[src/rtl/buzzer_pkg.sv]
// Shared constants, step-word layout and FSM states for the buzzer scheduler.
// Imported by buzzer_pattern_rom and buzzer_sched.
package buzzer_pkg;

  localparam int NUM_REQ = 3;
  localparam int IDX_W   = 2;
  localparam int NOTE_W  = 5;
  localparam int DUR_W   = 6;
  localparam int STEP_W  = 3;

  // step word = {last, note, dur}
  localparam int WORD_W   = 1 + NOTE_W + DUR_W;
  localparam int DUR_LSB  = 0;
  localparam int NOTE_LSB = DUR_W;
  localparam int LAST_BIT = DUR_W + NOTE_W;

  localparam logic [NOTE_W-1:0] NOTE_REST = 5'd31;

  localparam logic [IDX_W-1:0] REQ_PLACE   = 2'd0;
  localparam logic [IDX_W-1:0] REQ_ILLEGAL = 2'd1;
  localparam logic [IDX_W-1:0] REQ_WIN     = 2'd2;

  typedef enum logic [1:0] {
    IDLE = 2'd0,
    LOAD = 2'd1,
    PLAY = 2'd2
  } state_e;

  function automatic logic [WORD_W-1:0] mk_step(
    input logic              last,
    input logic [NOTE_W-1:0] note,
    input logic [DUR_W-1:0]  dur
  );
    return {last, note, dur};
  endfunction

endpackage

[src/rtl/buzzer_pattern_rom.sv]
// Per-requester note pattern ROM: maps {req_idx, step_idx} to a step word.
// Ports: req_idx (pattern select), step_idx (step in pattern), word (step word).
module buzzer_pattern_rom
  import buzzer_pkg::*;
(
  input  logic [IDX_W-1:0]  req_idx,
  input  logic [STEP_W-1:0] step_idx,
  output logic [WORD_W-1:0] word
);

  always_comb begin
    // unused slots end the pattern on a silent one-tick step
    word = mk_step(1'b1, NOTE_REST, 6'd1);
    case ({req_idx, step_idx})
      {REQ_PLACE, 3'd0}:   word = mk_step(1'b1, 5'd12, 6'd10);

      {REQ_ILLEGAL, 3'd0}: word = mk_step(1'b0, 5'd0, 6'd20);
      {REQ_ILLEGAL, 3'd1}: word = mk_step(1'b0, NOTE_REST, 6'd10);
      {REQ_ILLEGAL, 3'd2}: word = mk_step(1'b1, 5'd0, 6'd20);

      {REQ_WIN, 3'd0}:     word = mk_step(1'b0, 5'd21, 6'd25);
      {REQ_WIN, 3'd1}:     word = mk_step(1'b0, 5'd16, 6'd25);
      {REQ_WIN, 3'd2}:     word = mk_step(1'b0, 5'd14, 6'd25);
      {REQ_WIN, 3'd3}:     word = mk_step(1'b0, 5'd12, 6'd25);
      {REQ_WIN, 3'd4}:     word = mk_step(1'b0, 5'd9, 6'd25);
      {REQ_WIN, 3'd5}:     word = mk_step(1'b0, 5'd12, 6'd25);
      {REQ_WIN, 3'd6}:     word = mk_step(1'b0, 5'd14, 6'd25);
      {REQ_WIN, 3'd7}:     word = mk_step(1'b1, 5'd16, 6'd25);
      default:             word = mk_step(1'b1, NOTE_REST, 6'd1);
    endcase
  end

endmodule

[src/rtl/buzzer_sched.sv]
// Buzzer scheduler: latches requests, grants by fixed priority with preemption,
// steps the owner's ROM pattern on tick. Ports: clk, rst, en, tick, req in;
// tone_en, tone_id, grant, busy, done out (all registered).
module buzzer_sched
  import buzzer_pkg::*;
(
  input  logic               clk,
  input  logic               rst,
  input  logic               en,
  input  logic               tick,
  input  logic [NUM_REQ-1:0] req,
  output logic               tone_en,
  output logic [NOTE_W-1:0]  tone_id,
  output logic [NUM_REQ-1:0] grant,
  output logic               busy,
  output logic               done
);

  state_e              state_q, state_d;
  logic [NUM_REQ-1:0]  pending_q, pending_d;
  logic [IDX_W-1:0]    owner_q, owner_d;
  logic [NUM_REQ-1:0]  grant_q, grant_d;
  logic [STEP_W-1:0]   step_q, step_d;
  logic [DUR_W-1:0]    dur_cnt_q, dur_cnt_d;
  logic                tone_en_q, tone_en_d;
  logic [NOTE_W-1:0]   tone_id_q, tone_id_d;
  logic                busy_q, busy_d;
  logic                done_q, done_d;

  logic [WORD_W-1:0]   rom_word;
  logic                rom_last;
  logic [NOTE_W-1:0]   rom_note;
  logic [DUR_W-1:0]    rom_dur;

  logic                hi_vld;
  logic [IDX_W-1:0]    hi_idx;
  logic                preempt;
  logic                grab;

  buzzer_pattern_rom u_rom (
    .req_idx  (owner_q),
    .step_idx (step_q),
    .word     (rom_word)
  );

  assign rom_last = rom_word[LAST_BIT];
  assign rom_note = rom_word[NOTE_LSB +: NOTE_W];
  assign rom_dur  = rom_word[DUR_LSB +: DUR_W];

  // highest set pending bit wins
  always_comb begin
    hi_vld = 1'b0;
    hi_idx = '0;
    for (int i = 0; i < NUM_REQ; i++) begin
      if (pending_q[i]) begin
        hi_vld = 1'b1;
        hi_idx = IDX_W'(i);
      end
    end
  end

  assign preempt = hi_vld && (hi_idx > owner_q) && (state_q != IDLE);

  always_comb begin
    state_d   = state_q;
    pending_d = pending_q | req;
    owner_d   = owner_q;
    grant_d   = grant_q;
    step_d    = step_q;
    dur_cnt_d = dur_cnt_q;
    tone_en_d = tone_en_q;
    tone_id_d = tone_id_q;
    done_d    = 1'b0;
    grab      = 1'b0;

    if (!en) begin
      state_d   = IDLE;
      pending_d = '0;
      grant_d   = '0;
      tone_en_d = 1'b0;
      step_d    = '0;
      dur_cnt_d = '0;
    end else begin
      unique case (state_q)
        IDLE: begin
          if (hi_vld) grab = 1'b1;
        end
        LOAD: begin
          if (preempt) begin
            grab = 1'b1;
          end else begin
            tone_id_d = rom_note;
            tone_en_d = (rom_note != NOTE_REST);
            dur_cnt_d = (rom_dur == '0) ? DUR_W'(1) : rom_dur;
            state_d   = PLAY;
          end
        end
        PLAY: begin
          if (preempt) begin
            // preemption beats a same-cycle completion: no done
            grab = 1'b1;
          end else if (tick) begin
            if (dur_cnt_q <= DUR_W'(1)) begin
              if (rom_last) begin
                state_d   = IDLE;
                done_d    = 1'b1;
                tone_en_d = 1'b0;
                grant_d   = '0;
                step_d    = '0;
              end else begin
                step_d  = step_q + STEP_W'(1);
                state_d = LOAD;
              end
            end else begin
              dur_cnt_d = dur_cnt_q - DUR_W'(1);
            end
          end
        end
        default: state_d = IDLE;
      endcase

      if (grab) begin
        owner_d           = hi_idx;
        grant_d           = NUM_REQ'(1) << hi_idx;
        step_d            = '0;
        state_d           = LOAD;
        pending_d[hi_idx] = 1'b0;
      end
    end

    busy_d = (state_d != IDLE);
  end

  always_ff @(posedge clk) begin
    if (rst) begin
      state_q   <= IDLE;
      pending_q <= '0;
      owner_q   <= '0;
      grant_q   <= '0;
      step_q    <= '0;
      dur_cnt_q <= '0;
      tone_en_q <= 1'b0;
      tone_id_q <= '0;
      busy_q    <= 1'b0;
      done_q    <= 1'b0;
    end else begin
      state_q   <= state_d;
      pending_q <= pending_d;
      owner_q   <= owner_d;
      grant_q   <= grant_d;
      step_q    <= step_d;
      dur_cnt_q <= dur_cnt_d;
      tone_en_q <= tone_en_d;
      tone_id_q <= tone_id_d;
      busy_q    <= busy_d;
      done_q    <= done_d;
    end
  end

  assign tone_en = tone_en_q;
  assign tone_id = tone_id_q;
  assign grant   = grant_q;
  assign busy    = busy_q;
  assign done    = done_q;

endmodule

[config.mk]
export PLATFORM = sky130hd
export DESIGN_NAME = buzzer_sched
export DESIGN_NICKNAME = d
export VERILOG_FILES = /design/src/rtl/buzzer_pkg.sv /design/src/rtl/buzzer_pattern_rom.sv /design/src/rtl/buzzer_sched.sv
export SDC_FILE = /design/constraint.sdc
export NUM_CORES = 1
export LEC_CHECK = 0
export ABC_AREA = 1
export CELL_PAD_IN_SITES_DETAIL_PLACEMENT = 1
export CELL_PAD_IN_SITES_GLOBAL_PLACEMENT = 2
export CORE_MARGIN = 2
export CORE_UTILIZATION = 34
export CTS_CLUSTER_DIAMETER = 80
export DETAILED_ROUTE_END_ITERATION = 8
export PLACE_DENSITY_LB_ADDON = 0.1
export SETUP_SLACK_MARGIN = 0.1
export SLEW_MARGIN = 10
export SYNTH_ARGS = -nofsm -noshare
export SYNTH_HDL_FRONTEND = slang
export SYNTH_SLANG_ARGS = --single-unit
[constraint.sdc]
create_clock -name clk -period 4.8 [get_ports clk]
set_input_delay 0.96 -clock clk [delete_from_list [all_inputs] [get_ports clk]]
set_output_delay 0.96 -clock clk [all_outputs]
set_load 0.03 [all_outputs]
; ---- Yosys cells after proc, flatten, opt, wreduce, memory -nomap -nowiden
; Memories as Yosys holds them, arrays and structs flattened.
; Cells that the tools add are included.
[op_classes]
n_bitwise = 8
n_lt_le_gt_ge = 4
n_addsub = 2
muxes = 40
eq_ne = 10
reduce_logical = 22
shift = 1
[ops]
columns = cell, count
row1 = 6-bit 2-to-1 mux, 5
row2 = 3-bit 2-to-1 mux, 8
row3 = 1-bit 2-to-1 mux, 15
row4 = 2-bit 2-to-1 mux, 7
row5 = 2-bit nonzero test, 7
row6 = "2-bit != test, second input constant", 6
row7 = 6-bit case mux with 2 select lines, 1
row8 = 5-bit AND reduction, 2
row9 = "6-bit by 1-bit <= comparator with 1-bit output, second input constant", 1
row10 = 6-bit zero test, 1
row11 = 2-bit case mux with 3 select lines, 1
row12 = 6-bit AND reduction, 1
row13 = 6-bit OR reduction, 1
row14 = "6-bit by 1-bit subtractor with 6-bit output, second input constant", 1
row15 = "5-bit != test, second input constant", 1
row16 = 1-bit NOT, 5
row17 = 1-bit case mux with 2 select lines, 2
row18 = 4-bit AND reduction, 1
row19 = 2-bit OR reduction, 2
row20 = "3-bit by 1-bit adder with 3-bit output, second input constant", 1
row21 = 3-bit AND, 1
row22 = 1-bit logical AND, 3
row23 = "2-bit by 3-bit less-than comparator with 1-bit output, second input constant", 1
row24 = 3-bit NOT, 1
row25 = 12 further kinds, 12
[word_totals]
n_memories = 1
reg_bits = 27
rom_bits = 352
[memory_table]
columns = name, words, word_bits, read_ports, rd_clocked_by_memory_dff, write_ports, line_no
row1 = (name not given), 32, 11, 1, 0, 0, buzzer_pattern_rom.sv:14  ; case ({req_idx, step_idx})

; ---- Longest topological paths before layout
; Gate-level depths: netlist of the first run.
[logic_depth]
ltp_word = 11
ltp_mapped = 14

; ---- Cells and area by module
; A second synthesis of the first run with hierarchy kept.
[unflattened]
cells_unflattened = 269
hier_area_um2 = 1830.5
[modules_own_cells]
columns = module, area_per_inst_um2, cells_each, instances
row1 = buzzer_sched, 1557.7, 220, 1
row2 = buzzer_pattern_rom, 272.8, 49, 1

; ---- Worst setup path after synthesis of the first run
; OpenSTA, ideal clock, no wires.
[synth_timing]
kind = input port to flip-flop
startpoint = in en
endpoint = reg busy_q (netlist: busy)
n_path_buf = 0
path_slack_ns = 3.038
arrival_ns = 1.704
required_time_ns = 4.742
stages = 8
cell_sequence = inv_1 nor2_2 inv_2 nor2_1 inv_1 nor2_1 nand2_1 nand2_1
[synth_via]
elab_chain_len = 2
[synth_lines]
columns = item, line_no
row1 = from (decl), buzzer_sched.sv:9  ; input logic en,
row2 = 2-bit 2-to-1 mux, buzzer_sched.sv:76  ; if (!en) begin
row3 = 2-bit nonzero test, buzzer_sched.sv:131  ; busy_d = (state_d != IDLE);
row4 = to (signal assigned), buzzer_sched.sv:155  ; busy_q <= busy_d;
row5 = to (decl), buzzer_sched.sv:27  ; logic busy_q, busy_d;
; No other way between the ends.
; A chain may end at the register's enable or synchronous reset.

; ---- Worst setup path after layout of the first run
; Same ends and word-level chain as after synthesis.

==> results of run 1 <==
==> cell families (layout without fill, tap and decap cells) <==
family	count (synthesis)	count (layout)	share of synthesized area
AOI/OAI and AO/OA	54	54	0.1898
xor gates and xnor gates	1	1	0.005051
adders and majority gates	15	15	0.1082
buffers and inverters	46	66	0.1003
DFF	27	27	0.3117
and+or+nand+nor	100	100	0.2850
==> flip-flops by register name, indices dropped and copies added, names as in the netlist, 2 cells and up <==
register,cells
state_q,2
grant,3
tone_id,5
dur_cnt_q,6
owner_q,2
step_q,3
pending_q,3
==> worst min-delay path: stages, from the launching register on <==
cell and delay (ps):
dfxtp_1 320, nand2_1 60, a21oi_1 50
==> area by class of cell <==
type,count,area (um2),share of cell area
Inverter,45,168.9,0.08328
Sequential cell,27,540.5,0.2665
Multi-Input combinational cell,170,1020,0.5028
Clock buffer,4,45.04,0.02221
Tap cell,67,83.83,0.04133
Timing Repair Buffer,17,170.2,0.08390
==> final timing paths <==
| check | depth (start not counted) | slack, ps | end | startpoint |
|---|---|---|---|---|
| max | 9 | 2550 | busy | en |
| min | 2 | 470 | tone_id[2] | tone_id[2] |
| max reg2reg | 12 | 2820 | grant[0] | pending_q[1] |
| min reg2reg | 2 | 470 | tone_id[2] | tone_id[2] |
==> Yosys cell counts <==
master,n,share of area
inv_2,5,0.011
nand2_4,2,0.013
a21oi_2,3,0.015
o211ai_2,1,0.0072
o211ai_1,1,0.0043
o21ai_0,21,0.061
nor3_1,3,0.0087
inv_1,40,0.087
o311ai_4,1,0.015
a21oi_1,16,0.046
xnor2_1,1,0.0051
o221ai_1,2,0.010
o21ai_1,4,0.012
dfxtp_1,27,0.31
ha_1,15,0.11
o22ai_1,1,0.0036
nor2_2,5,0.018
nand2_1,42,0.091
nand4_1,1,0.0036
nor3_4,1,0.0094
nor2_4,3,0.019
or2_1,1,0.0036
nand3_4,1,0.010
nand3_1,17,0.049
nor2_1,19,0.041
o21ai_2,1,0.0051
a31oi_1,3,0.011
nand2_2,5,0.018
buf_2,1,0.0029
==> per-layer routing <==
metal / share of wire / global-route usage / up-vias
li1: - / - / 828
met1: 0.51 / 0.2283 / 717
met2: 0.46 / 0.2783 / 15
met3: 0.018 / 0.01984 / 4
met4: 0.0096 / 0.04094 / 0
met5: 0 / 0 / -
==> where the power goes <==
group / leakage [nW] / switching [W] / internal, W / total [W]
clock: 0.0228 / 0.0000750 / 0.0000596 / 0.000135
combinational: 0.637 / 0.0000656 / 0.0000374 / 0.000103
sequential: 0.219 / 0.00000736 / 0.000231 / 0.000238
==> stage by stage <==
stage	instance area, um2	total power, W
6_report	2028	0.0004761
5_1_grt	2028	0.0005088
4_1_cts	2028	0.0004834
3_5_place_dp	1983	0.0003482
3_3_place_gp	1983	0.0003481
2_1_floorplan	1734	0.0003178
==> placed cells by master (no fill, tap or decap), types with 2 or more instances in the layout <==
master           synthesis  final
clkdlybuf4s50_1          0     17
nand2_2                  5      5
ha_1                    15     15
a21oi_2                  3      3
inv_2                    5      5
nand2_4                  2      2
o221ai_1                 2      2
inv_1                   40     40
clkbuf_8                 0      3
nor2_2                   5      5
nor3_1                   3      3
o21ai_1                  4      4
nor2_4                   3      3
o21ai_0                 21     21
nand3_1                 17     17
dfxtp_1                 27     27
a31oi_1                  3      3
nor2_1                  19     19
a21oi_1                 16     16
nand2_1                 42     42
==> results.md, run 1 <==
* CTS Buf Count at 3
* Final Setup Violations at 0
* FF+latch count, synth at 27
* Global-route wire length before repair at slightly above 7 mm
* Startpoint class of the critical path: primary input
* Cells after DPL at 326
* GR Util All Layers at 0.1662
* Final Hold Violating Endpoints at 0
* WP buf/inv at 4
* CP Class: in -> reg
* Critical-path top delay cell: clkdlybuf4s50_1
* Placer Congestion at 0.7674
* Cell Count, Final, Fillers Out at 330
* HP Class: reg -> reg
* Sequential area share after synthesis at 0.3117
* Required time of the critical path at ~5000 ps
* # DRC at 0
* Routed via count at roughly 1600
* Initial antenna violation count at 0
* Leak Pwr at 0.8786 nW
* Syn_area_per_cell at 7.136 um2
* Initial Utilization at 0.3600
* Fillers at 642
* Pre-CTS WS at 2220 ps
* Layout cells sized above 1 at 0.1179
* Synthesized area at between 1500 and 2000 um2
* Total Nets Final at between 200 and 300
* Post-CTS setup buffer count at 0
* Core Area at 4817 um2
* Max stage delay on crit path at 470 ps
* PostCTS Resize Cnt at 0
* Antenna Nets Post-Route at 0
* CTS Hold Bufs at 0
* Syn Inst Count at 243
* Setup_tns at 0 ps
* WL per Instance at 12.32 um
* RSZ-0062 raised after global routing: false
* Worst setup EP type: register
* Rows at 25
* Overflow after GRT at 0
* Clock Path Buffers at 2
* Final setup margin at 2551 ps
* Ports at 18
* Maximum vdd drop at 0.1298 mV
* Vias in the first global route at 1545
* Worst rel slew slack at 0.7318
* Final WL at 4.066 mm
* Worst clock skew at 4.787 ps
* CTS root buf: clkbuf_8
* Slew @ Worst Pin at 401.9 ps
* Clock slew at reported path FFs at roughly 90 ps
* Via density per instance at ~4.7
* Clock Sinks at 27
* Post-Syn Nets at approximately 270
* Power Density at 234.8 nW/um2
* Die Footprint at about 5700 um2
* Port Buffer Count at 17
* Yosys warns at 0
* Hold WS at 470.8 ps
* Crit Path Max Fanout at 9
* Die height at 75.42 um
* Drt pass-1 iters at 4
* DP HPWL at 3.323 mm
* CP arrival at 2480 ps
* Cells along the critical path: clkdlybuf4s50_1 > inv_1 > nor2_2 > inv_2 > nor2_1 > inv_1 > nor2_1 > nand2_1 > nand2_1
* Final design utilization at 0.4210
* Max_cap viols at 0
* Die Width at 75.42 um
* Yosys cell types at 29
* Final slew viol count at 0
* Status: finished, final reports clean
* Clock Latency Late Sink at 280 ps
* FMAX at ~440 MHz
* CP top delay family: buffers and inverters
* Pin count of the biggest net entering global routing at 15
* ANT cells at 0
* Area grow syn2layout at 16.96%
* Fin crit share at 0.4686
* TritonCTS clock tree: done
* Post-layout min period at 2249 ps
* Htree depth at 1
* Drt initial violations at between 50 and 60
Power figures use the tool's default switching activity.
==> inputs of run 2 (changes only) <==
--- a/config.mk
+++ b/config.mk
@@ -9,7 +9,7 @@
 export CELL_PAD_IN_SITES_DETAIL_PLACEMENT = 1
 export CELL_PAD_IN_SITES_GLOBAL_PLACEMENT = 2
 export CORE_MARGIN = 2
-export CORE_UTILIZATION = 34
+export CORE_UTILIZATION = 32
 export CTS_CLUSTER_DIAMETER = 80
 export DETAILED_ROUTE_END_ITERATION = 8
 export PLACE_DENSITY_LB_ADDON = 0.1
==> constraint.sdc (replaced) <==
create_clock -name clk -period 2.2 [get_ports clk]
set_input_delay 0.44 -clock clk [delete_from_list [all_inputs] [get_ports clk]]
set_output_delay 0.44 -clock clk [all_outputs]
set_load 0.03 [all_outputs]
==> run 2 against run 1 <==
Critical endpoint is now dur_cnt_q[3]. Register-to-register slack got worse by 2500 ps. Clock skew increased by 5.6 ps. Design area increased by 2.2%.
==> results.md, run 2 (synthesized netlist as in run 1, its figures left out) <==
* CTS root buf: clkbuf_8 (unchanged)
* Required time of the critical path at 2370 ps (was 5030 ps)
* WL per Instance at 13.11 um (was 12.32 um)
* Rows at 26 (was 25)
* Core Area at 5172 um2 (was 4817 um2)
* Worst rel slew slack at 0.7597 (was 0.7318)
* Post-CTS setup buffer count at 0 (unchanged)
* HP Class: reg -> reg (unchanged)
* Psw at 0.0003351 W (was 0.0001480 W)
* Global-route wire length before repair at 7.645 mm (was 7.258 mm)
* Clock slew at reported path FFs at 100 ps (was 90 ps)
* Fillers at 661 (was 642)
* Crit Path Max Fanout at 7 (was 9)
* Initial Utilization at 0.3353 (was 0.3600)
* Die Width at 77.62 um (was 75.42 um)
* Overflow after GRT at 0 (unchanged)
* Final WL at 4.418 mm (was 4.066 mm)
* Final Setup Violations at 0 (unchanged)
* Post-layout min period at around 1900 ps
* Largest Register: dur_cnt_q (unchanged)
* Antenna Nets Post-Route at 0 (unchanged)
* Die Footprint at 6024 um2 (was 5687 um2)
* FMAX at 530.6 MHz
* Clock Path Buffers at 2 (unchanged)
* Internal power at 0.0007185 W (was 0.0003281 W)
* Routed via count at 1580 (was 1564)
* Slew @ Worst Pin at 359.2 ps (was 401.9 ps)
* DP HPWL at 3.590 mm (was 3.323 mm)
* Max layer used: met4 (unchanged)
* Drt pass-1 iters at 4 (unchanged)
* Most frequent cells in the layout: nand2_1 (42), inv_1 (40), dfxtp_1 (26) (was nand2_1 (42), inv_1 (40), dfxtp_1 (27))
* Drt initial violations at 37 (was 57)
* CTS Hold Bufs at 0 (unchanged)
* Via density per instance at 4.688 (was 4.739)
* Setup_tns at 0 ps (unchanged)
* Seq pwr share at 0.492 (was 0.501)
* Max_cap viols at 0 (unchanged)
* Logic pwr share at 0.228 (was 0.216)
* RSZ-0062 raised after global routing: false (unchanged)
* Initial antenna violation count at 0 (unchanged)
* Status: finished, final reports clean (unchanged)
* Clock Sinks at 27 (unchanged)
* Pin count of the biggest net entering global routing at 16 (was 15)
* Port Buffer Count at 17 (unchanged)
* Power Density at 508.5 nW/um2 (was 234.8 nW/um2)
* Layout cells sized above 1 at 0.1461 (was 0.1179)
* Reg2reg setup slack at 320 ps (was 2820 ps)
* Pre-CTS WS at 190.5 ps (was 2220 ps)
* Final Hold Violating Endpoints at 0 (unchanged)
* Ports at 18 (unchanged)
* Fin crit share at 0.8567
* Total Nets Final at 290 (was 286)
* M1 WL at 2.258 mm (was 2.079 mm)
* Vias in the first global route at 1650 (was 1545)
* Final design utilization at 0.4006 (was 0.4210)
* Placer Congestion at 0.7656 (was 0.7674)
* CP Class: reg -> reg (was in -> reg)
* GR Util All Layers at 0.1589 (was 0.1662)
* Worst clock skew at 10.43 ps (was 4.787 ps)
* Worst setup EP type: register (unchanged)
* Startpoint class of the critical path: register (was primary input)
* Met3 WL at 61 um (was 72 um)
* Htree depth at 1 (unchanged)
* CTS Buf Count at 3 (unchanged)
* # DRC at 0 (unchanged)
* Commonest non-fill, non-tap cell in the layout: nand2_1 (unchanged)
* Met2 wire length at 2.070 mm (was 1.874 mm)
* Sw frac at 0.3180 (was 0.3108)
* Final setup margin at 315.3 ps (was 2551 ps)
* Clock Latency Late Sink at 280 ps (about the same)
* ANT cells at 0 (unchanged)
* Maximum vdd drop at 0.2067 mV (was 0.1298 mV)
* CP arrival at 2050 ps (was 2480 ps)
* Leak Pwr at 0.9032 nW (was 0.8786 nW)
* Max reg flops at 6 (unchanged)
* TritonCTS clock tree: done (unchanged)
* Clk pwr share at 0.280 (was 0.283)
* Final slew viol count at 0 (unchanged)
* Die height at 77.62 um (was 75.42 um)
* Area grow syn2layout at 19.48% (was 16.96%)
run 2: changes by cell type in the layout (fill, tap and decap cells not counted), sizes merged:
cell / previous run / this run
buf: 0 / 4
clkbuf: 4 / 3
clkinv: 0 / 1
run 2: path summary, 6_finish.rpt:
path / from / cells past startpoint / end
worst max register to register: owner_q[1] / 10 / dur_cnt_q[3]
worst min-delay path: tone_id[2] / 2 / tone_id[2]
worst min register to register: tone_id[2] / 2 / tone_id[2]
worst max-delay path: owner_q[1] / 10 / dur_cnt_q[3]
run 2: layer usage:
metal / vias up / global-route usage
met3: 2 / 0.01744
met4: 0 / 0.04286
met1: 728 / 0.2122
met5: - / 0
met2: 13 / 0.2707
li1: 837 / -
run 2: timing repair:
| action | in CTS | in global routing |
|---|---|---|
| endpoints found under the setup margin | 0 | 14 |
| gates resized for setup | 0 | 4 |
| endpoints found under the hold margin | 0 | 0 |
run 2: worst max-delay path, stage by stage (launching register included):
cell	delay, ps
dfxtp_1	450
inv_1	90
ha_1	330
nand2_1	80
nand2_1	100
nand3_4	150
nand2_4	60
nor3_4	290
nand2_1	80
nand2_1	80
a21oi_2	50
run 2: area by class of cell:
class / instances / area [um2] / share of cell area
Multi-Input combinational cell: 170 / 1027 / 0.4958
Inverter: 45 / 168.9 / 0.08152
Timing Repair Buffer: 21 / 200.2 / 0.09662
Tap cell: 70 / 87.58 / 0.04227
Clock inverter: 1 / 5.005 / 0.002415
Sequential cell: 27 / 541.8 / 0.2615
Clock buffer: 3 / 41.29 / 0.01993
run 2: power by group through the flow:
stage	Sequential (W)	Combinational (W)	Clock [W]
final	0.000518	0.000240	0.000295
after global placement	0.000529	0.000238	0
after floorplan	0.000540	0.000153	0
after CTS	0.000519	0.000242	0.000312
after detailed placement	0.000530	0.000241	0
after global routing	0.000522	0.000269	0.000331
run 2: through the flow:
step	cells	instance area, um2	power [W]	hold WS (ps)
2_1_floorplan	243	1734	0.0006933	470.9
3_3_place_gp	333	2017	0.0007672	449.1
3_5_place_dp	333	2017	0.0007704	458.3
4_1_cts	337	2063	0.001073	473.2
5_1_grt	337	2072	0.001122	495.9
6_report	337	2072	0.001054	467.0
==> inputs of run 3 (changes only) <==
--- a/config.mk
+++ b/config.mk
@@ -14,6 +14,7 @@
 export DETAILED_ROUTE_END_ITERATION = 8
 export PLACE_DENSITY_LB_ADDON = 0.1
 export SETUP_SLACK_MARGIN = 0.1
+export SKIP_LAST_GASP = 1
 export SLEW_MARGIN = 10
 export SYNTH_ARGS = -nofsm -noshare
 export SYNTH_HDL_FRONTEND = slang
==> results of run 3 <==
No change in the layout: final DEF, timing and power equal those of run 2.
